### src/rtl/uart_rx_pkg.sv
// Shared types for the UART receive monitor: frame parity mode, receiver states, FIFO entry width.
package uart_rx_pkg;

    typedef enum logic [1:0] {
        PAR_NONE,
        PAR_ODD,
        PAR_EVEN
    } parity_e;

    typedef enum logic [2:0] {
        S_IDLE,
        S_START,
        S_DATA,
        S_PARITY,
        S_STOP,
        S_BREAK
    } rx_state_e;

    // Entry layout is {frame_err, parity_err, data}.
    function automatic int entry_width(input int data_bits);
        return data_bits + 2;
    endfunction

endpackage

### src/rtl/uart_rx_fifo.sv
// Show-ahead FIFO: head is readable combinationally, a push becomes visible the next cycle.
// Push while full is accepted only if a pop happens in the same cycle; pop while empty is ignored.
module uart_rx_fifo #(
    parameter int WIDTH = 10,
    parameter int DEPTH = 16
) (
    input  logic                           clk_25mhz,
    input  logic                           rst_n,
    input  logic                           push,
    input  logic [WIDTH-1:0]               push_dat,
    input  logic                           pop,
    output logic [WIDTH-1:0]               head_dat,
    output logic                           full,
    output logic                           empty,
    output logic [$clog2(DEPTH+1)-1:0]     level
);

    localparam int AW = $clog2(DEPTH);
    localparam int LW = $clog2(DEPTH + 1);

    logic [WIDTH-1:0] r_mem [DEPTH];
    logic [AW-1:0]    r_wr_ptr;
    logic [AW-1:0]    r_rd_ptr;
    logic [LW-1:0]    r_level;
    logic             w_do_push;
    logic             w_do_pop;

    assign empty     = (r_level == '0);
    assign full      = (r_level == LW'(DEPTH));
    assign level     = r_level;
    assign w_do_pop  = pop & ~empty;
    assign w_do_push = push & (~full | w_do_pop);
    // Gate the head so the output reads zero rather than stale storage when empty.
    assign head_dat  = empty ? '0 : r_mem[r_rd_ptr];

    always_ff @(posedge clk_25mhz) begin
        if (w_do_push) begin
            r_mem[r_wr_ptr] <= push_dat;
        end
    end

    always_ff @(posedge clk_25mhz or negedge rst_n) begin
        if (!rst_n) begin
            r_wr_ptr <= '0;
            r_rd_ptr <= '0;
            r_level  <= '0;
        end else begin
            if (w_do_push) begin
                r_wr_ptr <= r_wr_ptr + AW'(1);
            end
            if (w_do_pop) begin
                r_rd_ptr <= r_rd_ptr + AW'(1);
            end
            case ({w_do_push, w_do_pop})
                2'b10:   r_level <= r_level + LW'(1);
                2'b01:   r_level <= r_level - LW'(1);
                default: r_level <= r_level;
            endcase
        end
    end

endmodule

### src/rtl/uart_rx_monitor.sv
// UART receiver: mid-bit sampling of the synchronised line, characters + error flags queued in a FIFO.
// Character visible the cycle after its last stop sample; full FIFO drops the character and flags overrun.
module uart_rx_monitor
    import uart_rx_pkg::*;
#(
    parameter int      CLK_DIV    = 217,
    parameter int      DATA_BITS  = 8,
    parameter parity_e PARITY     = PAR_NONE,
    parameter int      STOP_BITS  = 1,
    parameter int      FIFO_DEPTH = 16
) (
    input  logic                              clk_25mhz,
    input  logic                              rst_n,
    input  logic                              rxd,
    input  logic                              enable,
    output logic [DATA_BITS-1:0]              out_data,
    output logic                              out_frame_err,
    output logic                              out_parity_err,
    output logic                              out_valid,
    input  logic                              out_ready,
    output logic [$clog2(FIFO_DEPTH+1)-1:0]   fifo_level,
    output logic                              overrun,
    input  logic                              clear_overrun,
    output logic                              break_det
);

    localparam int EW = entry_width(DATA_BITS);
    localparam int CW = $clog2(CLK_DIV + 1);
    localparam logic [CW-1:0] HALF_BIT = CW'(CLK_DIV / 2);
    localparam logic [CW-1:0] FULL_BIT = CW'(CLK_DIV);

    logic [1:0]           r_sync;
    logic                 r_rxs_prev;
    rx_state_e            r_state;
    rx_state_e            w_state_nxt;
    logic [CW-1:0]        r_cnt;
    logic [3:0]           r_bit_idx;
    logic [DATA_BITS-1:0] r_shift;
    logic                 r_par_bit;
    logic                 r_par_err;
    logic                 r_frame_err;
    logic                 r_stop_hi;
    logic                 r_overrun;

    logic                 w_rxs;
    logic                 w_start;
    logic                 w_tick;
    logic                 w_last_data;
    logic                 w_last_stop;
    logic                 w_par_err;
    logic                 w_frame_err;
    logic                 w_all_zero;
    logic                 w_push;
    logic                 w_pop;
    logic                 w_full;
    logic                 w_empty;
    logic [EW-1:0]        w_head;

    assign w_rxs       = r_sync[1];
    assign w_start     = enable & r_rxs_prev & ~w_rxs;
    assign w_tick      = (r_cnt == CW'(1));
    assign w_last_data = (r_bit_idx == 4'(DATA_BITS - 1));
    assign w_last_stop = (r_bit_idx == 4'(STOP_BITS - 1));
    assign w_par_err   = (PARITY == PAR_ODD) ? ~(^r_shift ^ w_rxs) : (^r_shift ^ w_rxs);
    assign w_frame_err = r_frame_err | ~w_rxs;
    // A frame of all zeros, stop bits included, is a line break rather than a character.
    assign w_all_zero  = (r_shift == '0) & ~r_par_bit & ~r_stop_hi & ~w_rxs;

    always_ff @(posedge clk_25mhz or negedge rst_n) begin
        if (!rst_n) begin
            r_sync     <= 2'b11;
            r_rxs_prev <= 1'b1;
        end else begin
            r_sync     <= {r_sync[0], rxd};
            r_rxs_prev <= w_rxs;
        end
    end

    always_ff @(posedge clk_25mhz or negedge rst_n) begin
        if (!rst_n) begin
            r_state <= S_IDLE;
        end else begin
            r_state <= w_state_nxt;
        end
    end

    always_comb begin
        w_state_nxt = r_state;
        w_push      = 1'b0;
        case (r_state)
            S_IDLE:   if (w_start) w_state_nxt = S_START;
            S_START:  if (w_tick) w_state_nxt = w_rxs ? S_IDLE : S_DATA;
            S_DATA:   if (w_tick && w_last_data) begin
                          w_state_nxt = (PARITY == PAR_NONE) ? S_STOP : S_PARITY;
                      end
            S_PARITY: if (w_tick) w_state_nxt = S_STOP;
            S_STOP:   if (w_tick && w_last_stop) begin
                          if (w_all_zero) begin
                              w_state_nxt = S_BREAK;
                          end else begin
                              w_push      = 1'b1;
                              w_state_nxt = S_IDLE;
                          end
                      end
            S_BREAK:  if (w_rxs) w_state_nxt = S_IDLE;
            default:  w_state_nxt = S_IDLE;
        endcase
        if (!enable) begin
            w_state_nxt = S_IDLE;
            w_push      = 1'b0;
        end
    end

    // Bit timer free-runs outside IDLE; IDLE keeps it preloaded for the half-bit start sample.
    always_ff @(posedge clk_25mhz or negedge rst_n) begin
        if (!rst_n) begin
            r_cnt       <= '0;
            r_bit_idx   <= '0;
            r_shift     <= '0;
            r_par_bit   <= 1'b0;
            r_par_err   <= 1'b0;
            r_frame_err <= 1'b0;
            r_stop_hi   <= 1'b0;
        end else if (r_state == S_IDLE) begin
            r_cnt       <= HALF_BIT;
            r_bit_idx   <= '0;
            r_shift     <= '0;
            r_par_bit   <= 1'b0;
            r_par_err   <= 1'b0;
            r_frame_err <= 1'b0;
            r_stop_hi   <= 1'b0;
        end else begin
            r_cnt <= w_tick ? FULL_BIT : r_cnt - CW'(1);
            if (w_tick) begin
                case (r_state)
                    S_DATA: begin
                        r_shift   <= {w_rxs, r_shift[DATA_BITS-1:1]};
                        r_bit_idx <= w_last_data ? 4'd0 : r_bit_idx + 4'd1;
                    end
                    S_PARITY: begin
                        r_par_bit <= w_rxs;
                        r_par_err <= w_par_err;
                    end
                    S_STOP: begin
                        r_frame_err <= w_frame_err;
                        r_stop_hi   <= r_stop_hi | w_rxs;
                        r_bit_idx   <= r_bit_idx + 4'd1;
                    end
                    default: ;
                endcase
            end
        end
    end

    assign w_pop = ~w_empty & out_ready;

    always_ff @(posedge clk_25mhz or negedge rst_n) begin
        if (!rst_n) begin
            r_overrun <= 1'b0;
        end else if (w_push && w_full && !w_pop) begin
            r_overrun <= 1'b1;
        end else if (clear_overrun) begin
            r_overrun <= 1'b0;
        end
    end

    uart_rx_fifo #(
        .WIDTH (EW),
        .DEPTH (FIFO_DEPTH)
    ) u_fifo (
        .clk_25mhz (clk_25mhz),
        .rst_n     (rst_n),
        .push      (w_push),
        .push_dat  ({w_frame_err, r_par_err, r_shift}),
        .pop       (w_pop),
        .head_dat  (w_head),
        .full      (w_full),
        .empty     (w_empty),
        .level     (fifo_level)
    );

    assign out_valid      = ~w_empty;
    assign out_data       = w_head[DATA_BITS-1:0];
    assign out_parity_err = w_head[DATA_BITS];
    assign out_frame_err  = w_head[DATA_BITS+1];
    assign overrun        = r_overrun;
    assign break_det      = (r_state == S_BREAK);

endmodule

### config.mk
export PLATFORM = sky130hd
export DESIGN_NAME = uart_rx_monitor
export DESIGN_NICKNAME = d
export VERILOG_FILES = /design/src/rtl/uart_rx_pkg.sv /design/src/rtl/uart_rx_fifo.sv /design/src/rtl/uart_rx_monitor.sv
export SDC_FILE = /design/constraint.sdc
export NUM_CORES = 1
export LEC_CHECK = 0
export CAP_MARGIN = 20
export CORE_MARGIN = 2
export CORE_UTILIZATION = 61
export DETAILED_ROUTE_END_ITERATION = 6
export GPL_TIMING_DRIVEN = 0
export HOLD_SLACK_MARGIN = 0.05
export PLACE_DENSITY = 0.81
export SYNTH_ARGS = -nofsm -noshare
export SYNTH_HDL_FRONTEND = slang
export SYNTH_SLANG_ARGS = --single-unit
### constraint.sdc
create_clock -name clk_25mhz -period 4.1 [get_ports clk_25mhz]
set_clock_uncertainty 0.2 [all_clocks]
set_input_delay 1.025 -clock clk_25mhz [delete_from_list [all_inputs] [get_ports clk_25mhz]]
set_output_delay 1.025 -clock clk_25mhz [all_outputs]
set_load 0.005 [all_outputs]
==> Word-level counts from Yosys, hierarchy flattened <==
Memory sizes are Yosys's and may differ from the RTL's.
Index checks and enable logic that the tools add are counted.
{ "totals": {"input_bits": 6, "mem_bits_rw": 160, "memories": 1, "regBits": 44, "output_inout_bits": 18} }
{ "classes": {"n_eq_ne": 16, "muxes": 41, "n_reduce_logical": 22, "n_bitwise": 17, "addsub": 6} }
{ "mem_list": {"columns": ["name", "depth", "word_bits", "rd", "rd_ports_with_merged_regs", "write_ports", "line", "source"], "rows": [
  ["u_fifo.r_mem", 16, 10, 1, 0, 1, "uart_rx_fifo.sv:21", "logic [WIDTH-1:0] r_mem [DEPTH];"]
]} }
{ "op_table": {"columns": ["operator", "count"], "rows": [
  ["$mux 8", 5],
  ["$mux 3", 8],
  ["$mux 1", 20],
  ["$pmux 3 s6", 1],
  ["$ne 3x3->1 const B", 5],
  ["$add 4x1->4 const B", 3],
  ["$mux 4", 3],
  ["$reduce_bool 2->1", 6],
  ["$mux 10", 1],
  ["$pmux 5 s2", 1],
  ["$and 1x1->1", 8],
  ["$eq 8x1->1 const B", 1],
  ["$logic_not 8->1", 1],
  ["$pmux 4 s2", 1],
  ["$reduce_and 2->1", 4],
  ["$reduce_xor 8->1", 1],
  ["$sub 8x1->8 const B", 1],
  ["$eq 3x2->1 const B", 2],
  ["$eq 3x3->1 const B", 2],
  ["$reduce_and 6->1", 1],
  ["$add 5x1->5 const B", 1],
  ["$eq 5x5->1 const B", 1],
  ["$logic_not 5->1", 1],
  ["$not 1->1", 5],
  ["14 further kinds", 19]
]} }

==> Depth between registers and ports, before layout <==
{ "logic_depth": {"word_depth": 11, "depth_mapped": 13} }

==> Hierarchy <==
Synthesis repeated with hierarchy kept, for this count alone.
{ "hier_totals": {"hier_cells": 537, "hier_area_um2": 8889.8} }
{ "modules_own_cells": {"columns": ["mod", "seq_area_each_um2", "instances", "cells_each", "area_each_um2"], "rows": [
  ["uart_rx_fifo", 5129.9, 1, 352, 7071.8],
  ["uart_rx_monitor", 779.5, 1, 185, 1818.0]
]} }

==> Worst setup path before layout <==
No wires, ideal clock.
{ "synth_timing": {"path_type": "flip-flop to output port", "start": "register u_fifo.r_rd_ptr[0]", "end": "output out_data[1]", "required_time_ns": 2.875, "stages_incl_launch_ff": 6, "arrival_time_ns": 2.243, "slack_ns": 0.632, "cell_sequence": "dfrtp_1 > clkbuf_1 > buf_1 > mux4_2 > mux4_2 > and2_1"} }
{ "synth_between": {"elab_chain_cells": 2} }
{ "synth_rtl": {"columns": ["element", "line", "source"], "rows": [
  ["start, declared", "uart_rx_fifo.sv:23", "logic [AW-1:0] r_rd_ptr;"],
  ["start signal, assigned", "uart_rx_fifo.sv:52", "r_rd_ptr <= r_rd_ptr + AW'(1);"],
  ["$mem_v2 16x10", null, null],
  ["$mux 10", "uart_rx_fifo.sv:34", "assign head_dat = empty ? '0 : r_mem[r_rd_ptr];"],
  ["end, declared", "uart_rx_monitor.sv:16", "output logic [DATA_BITS-1:0] out_data,"]
]} }
Every way passes these cells.

==> Final worst setup path <==
{ "layout_timing": {"start": "register u_fifo.r_rd_ptr[0]", "end": "output out_data[7]"} }
Same word-level chain as after synthesis.

==> reports/summary.txt <==
status: finished, violations left
violated checks: setup timing
pwr/cell area: 543 nW/µm²
drt first pass iters: 7
Min Clock Period, post-route: 4.11 ns
Async SR Flop Fraction: 0.216
CTS buffer count: 20
Root Buffer: clkbuf_16
syn avg cell area: 16.9 µm²
Peak VDD IR: 335 µV
Chip Height: 123 µm
worst-skew pair later-pin latency: 0.50 ns
critical path arrival: 2.88 ns
Crit. End Element: primary output
Iter 0 DRT Violations: 681
post-route ant nets: 0
Worst setup SP type: flop
synth warn: 0
Post-Layout Cell Count: 762
Hold Crit Depth: 0
Cells after DPL: 722
routed length per instance: 28.2 µm
fin. max-slew vios: 0
Cell Rows: 43
syn nets: 538
worst-margin pin slew: 1.10 ns
Starting Density: 0.625
Die Area: 15200 µm²
setup tns final: -0.00667 ns
WHS: 0.155 ns
HPWL Detailed: 12.4 mm
dominant synthesized flop cell: edfxtp_1
initial antenna violation count: 0
CTS H-tree depth: 1
Final period util: 1.00
GP Congestion: 0.897
Total Wirelength: 21.5 mm
largest net degree at the start of global routing: 29
detailed-route via count: 5196
total grt overflow: 0
Reg clk slew, reported paths: 0.06 ns
min-delay worst type: flop to flop
synthesized instance count: 515
max_slew headroom: 0.265
critical path class: flop to primary output
register area share after synthesis: 0.681
Clock Path Buffers: 3
fillers: 786
PortBufs: 22
Synth Register Bits: 204
Final nets: 591
CP required: 2.87 ns
Worst Reg-to-Reg Cells: 12
layout cell share with drive strength beyond 1: 0.206
EDFF count, synth: 160
overall power consumption: 5.45 mW
most frequent cells in the layout: 160 x edfxtp_1, 50 x mux4_2, 40 x dfrtp_1, 27 x inv_1, 26 x nor2_1
Total GRT Usage: 0.278
CTS tree: yes
Final setup viols: 1
Cell Area, Synth: 8680 µm²
CTS hold repair buffers: 0
post-synthesis cell type count: 60
global-route wire length before repair: 30.5 mm
Die W: 123 µm
Ant. Diodes: 0
final worst slack: -0.00667 ns
I/O pins: 24
area of the core: 13900 µm²
clock net sink count: 204
Final Hold Fails: 0
area delta synth->final: 15.7%
Leak: 3.79 nW
vias in the first global route: 5108
Fmax: 244 MHz
DRC Markers: 0
vias per inst: 6.82
Max-Cap Viols: 0
Max FO, Critical Path: 10
most common cell after layout, fill and taps aside: edfxtp_1
-- layer usage --
metal  track usage  part of all wire
met1         0.370              0.36
met2         0.469              0.52
met4         0.113             0.042
met5             0                 0
met3        0.0383             0.073
-- worst max-delay path, stage by stage, from the launching register on --
cell and delay, ns:
dfrtp_2 0.38, buf_12 0.15, buf_12 0.16, mux4_2 0.55
mux4_2 0.49, and2_1 0.19, clkdlybuf4s50_1 0.46
-- Yosys cell counts, drive strengths merged, types with 2 or more instances --
cell	number	share of area
a21o	2	0.0017
buf	6	0.0032
inv	27	0.012
and2	16	0.012
dfrtp	41	0.12
o31ai	4	0.0035
or3b	2	0.0020
and4	4	0.0040
nor2b	2	0.0014
mux4	50	0.13
nor3	8	0.0046
nor2	27	0.012
xor2	2	0.0020
nand3b	2	0.0017
a22oi	9	0.0078
a32o	4	0.0046
xnor2	14	0.014
and3	2	0.0014
a21oi	6	0.0035
o22ai	8	0.0058
edfxtp	160	0.55
ha	16	0.023
mux2i	2	0.0023
nand2	22	0.0095
a31oi	3	0.0022
or4	2	0.0022
nand4	4	0.0029
clkbuf	16	0.0069
dfstp	3	0.0091
nand2b	2	0.0014
nand3	8	0.0046
o21ai	13	0.0075
o221ai	2	0.0020
mux2	2	0.0026
nor3b	2	0.0023
nor4	2	0.0022
-- power breakdown --
group	switching (mW)	leakage (nW)	total, mW	internal [mW]
clock	0.762	0.316	1.82	1.06
sequential	0.0888	2.34	2.36	2.27
combinational	0.635	1.14	1.27	0.638
total	1.49	3.79	5.45	3.97
-- flip-flops by register name (all words and copies together), names as in the netlist --
| name | flops |
|---|---|
| r_par_bit | 1 |
| r_shift | 8 |
| r_sync | 2 |
| u_fifo.r_wr_ptr | 4 |
| u_fifo.level | 5 |
| r_state | 3 |
| u_fifo.r_rd_ptr | 4 |
| r_bit_idx | 4 |
| r_par_err | 1 |
| u_fifo.r_mem | 160 |
| r_rxs_prev | 1 |
| overrun | 1 |
| r_stop_hi | 1 |
| r_cnt | 8 |
| r_frame_err | 1 |
-- through the flow --
stage                     setup slack [ns]  area (µm²)  utilization
final                             -0.00667       10000        0.724
after global routing               -0.0437       10000        0.724
after CTS                           0.0176        9920        0.715
after detailed placement            -0.248        9210        0.663
after global placement              -0.740        9130        0.658
after floorplan                      0.632        8680            -
-- kinds of logic (layout without fill, tap and decap cells) --
group | after synthesis | in the layout | share of synthesized area
fa+ha+maj | 18 | 18 | 0.0265
simple gates | 110 | 110 | 0.0682
flops | 204 | 204 | 0.681
buf+inv | 49 | 116 | 0.0218
mux | 54 | 54 | 0.135
compound gates | 64 | 64 | 0.0522
xor+xnor | 16 | 16 | 0.0161
-- final cells by class --
cell class | count | area (µm²) | area share
buffer | 20 | 184 | 0.0183
clock buffer | 32 | 597 | 0.0594
clock inverter | 4 | 46.3 | 0.00461
inverter | 27 | 101 | 0.0101
multi-input combinational | 262 | 2620 | 0.260
sequential | 204 | 5910 | 0.588
tap | 180 | 225 | 0.0224
timing repair buffer | 33 | 367 | 0.0365
-- timing repair --
item	4_1_cts	5_1_grt
gates cloned	0	1
setup buffers	1	1
endpoints found under the hold margin	0	0
setup endpoints to repair	10	10
resized for setup	26	13
-- worst paths after layout --
kind	endpoint	slack, ns	start
max	out_data[7]	-0.007	u_fifo.r_rd_ptr[0]
min	r_sync[1]	0.16	r_sync[0]
max reg2reg	u_fifo.level[4]	0.32	r_shift[3]
min reg2reg	r_sync[1]	0.16	r_sync[0]
max in group asynchronous	r_sync[0]	2.87	rst_n
min in group asynchronous	u_fifo.r_wr_ptr[3]	0.26	rst_n
(Power assumes the default switching activity.)
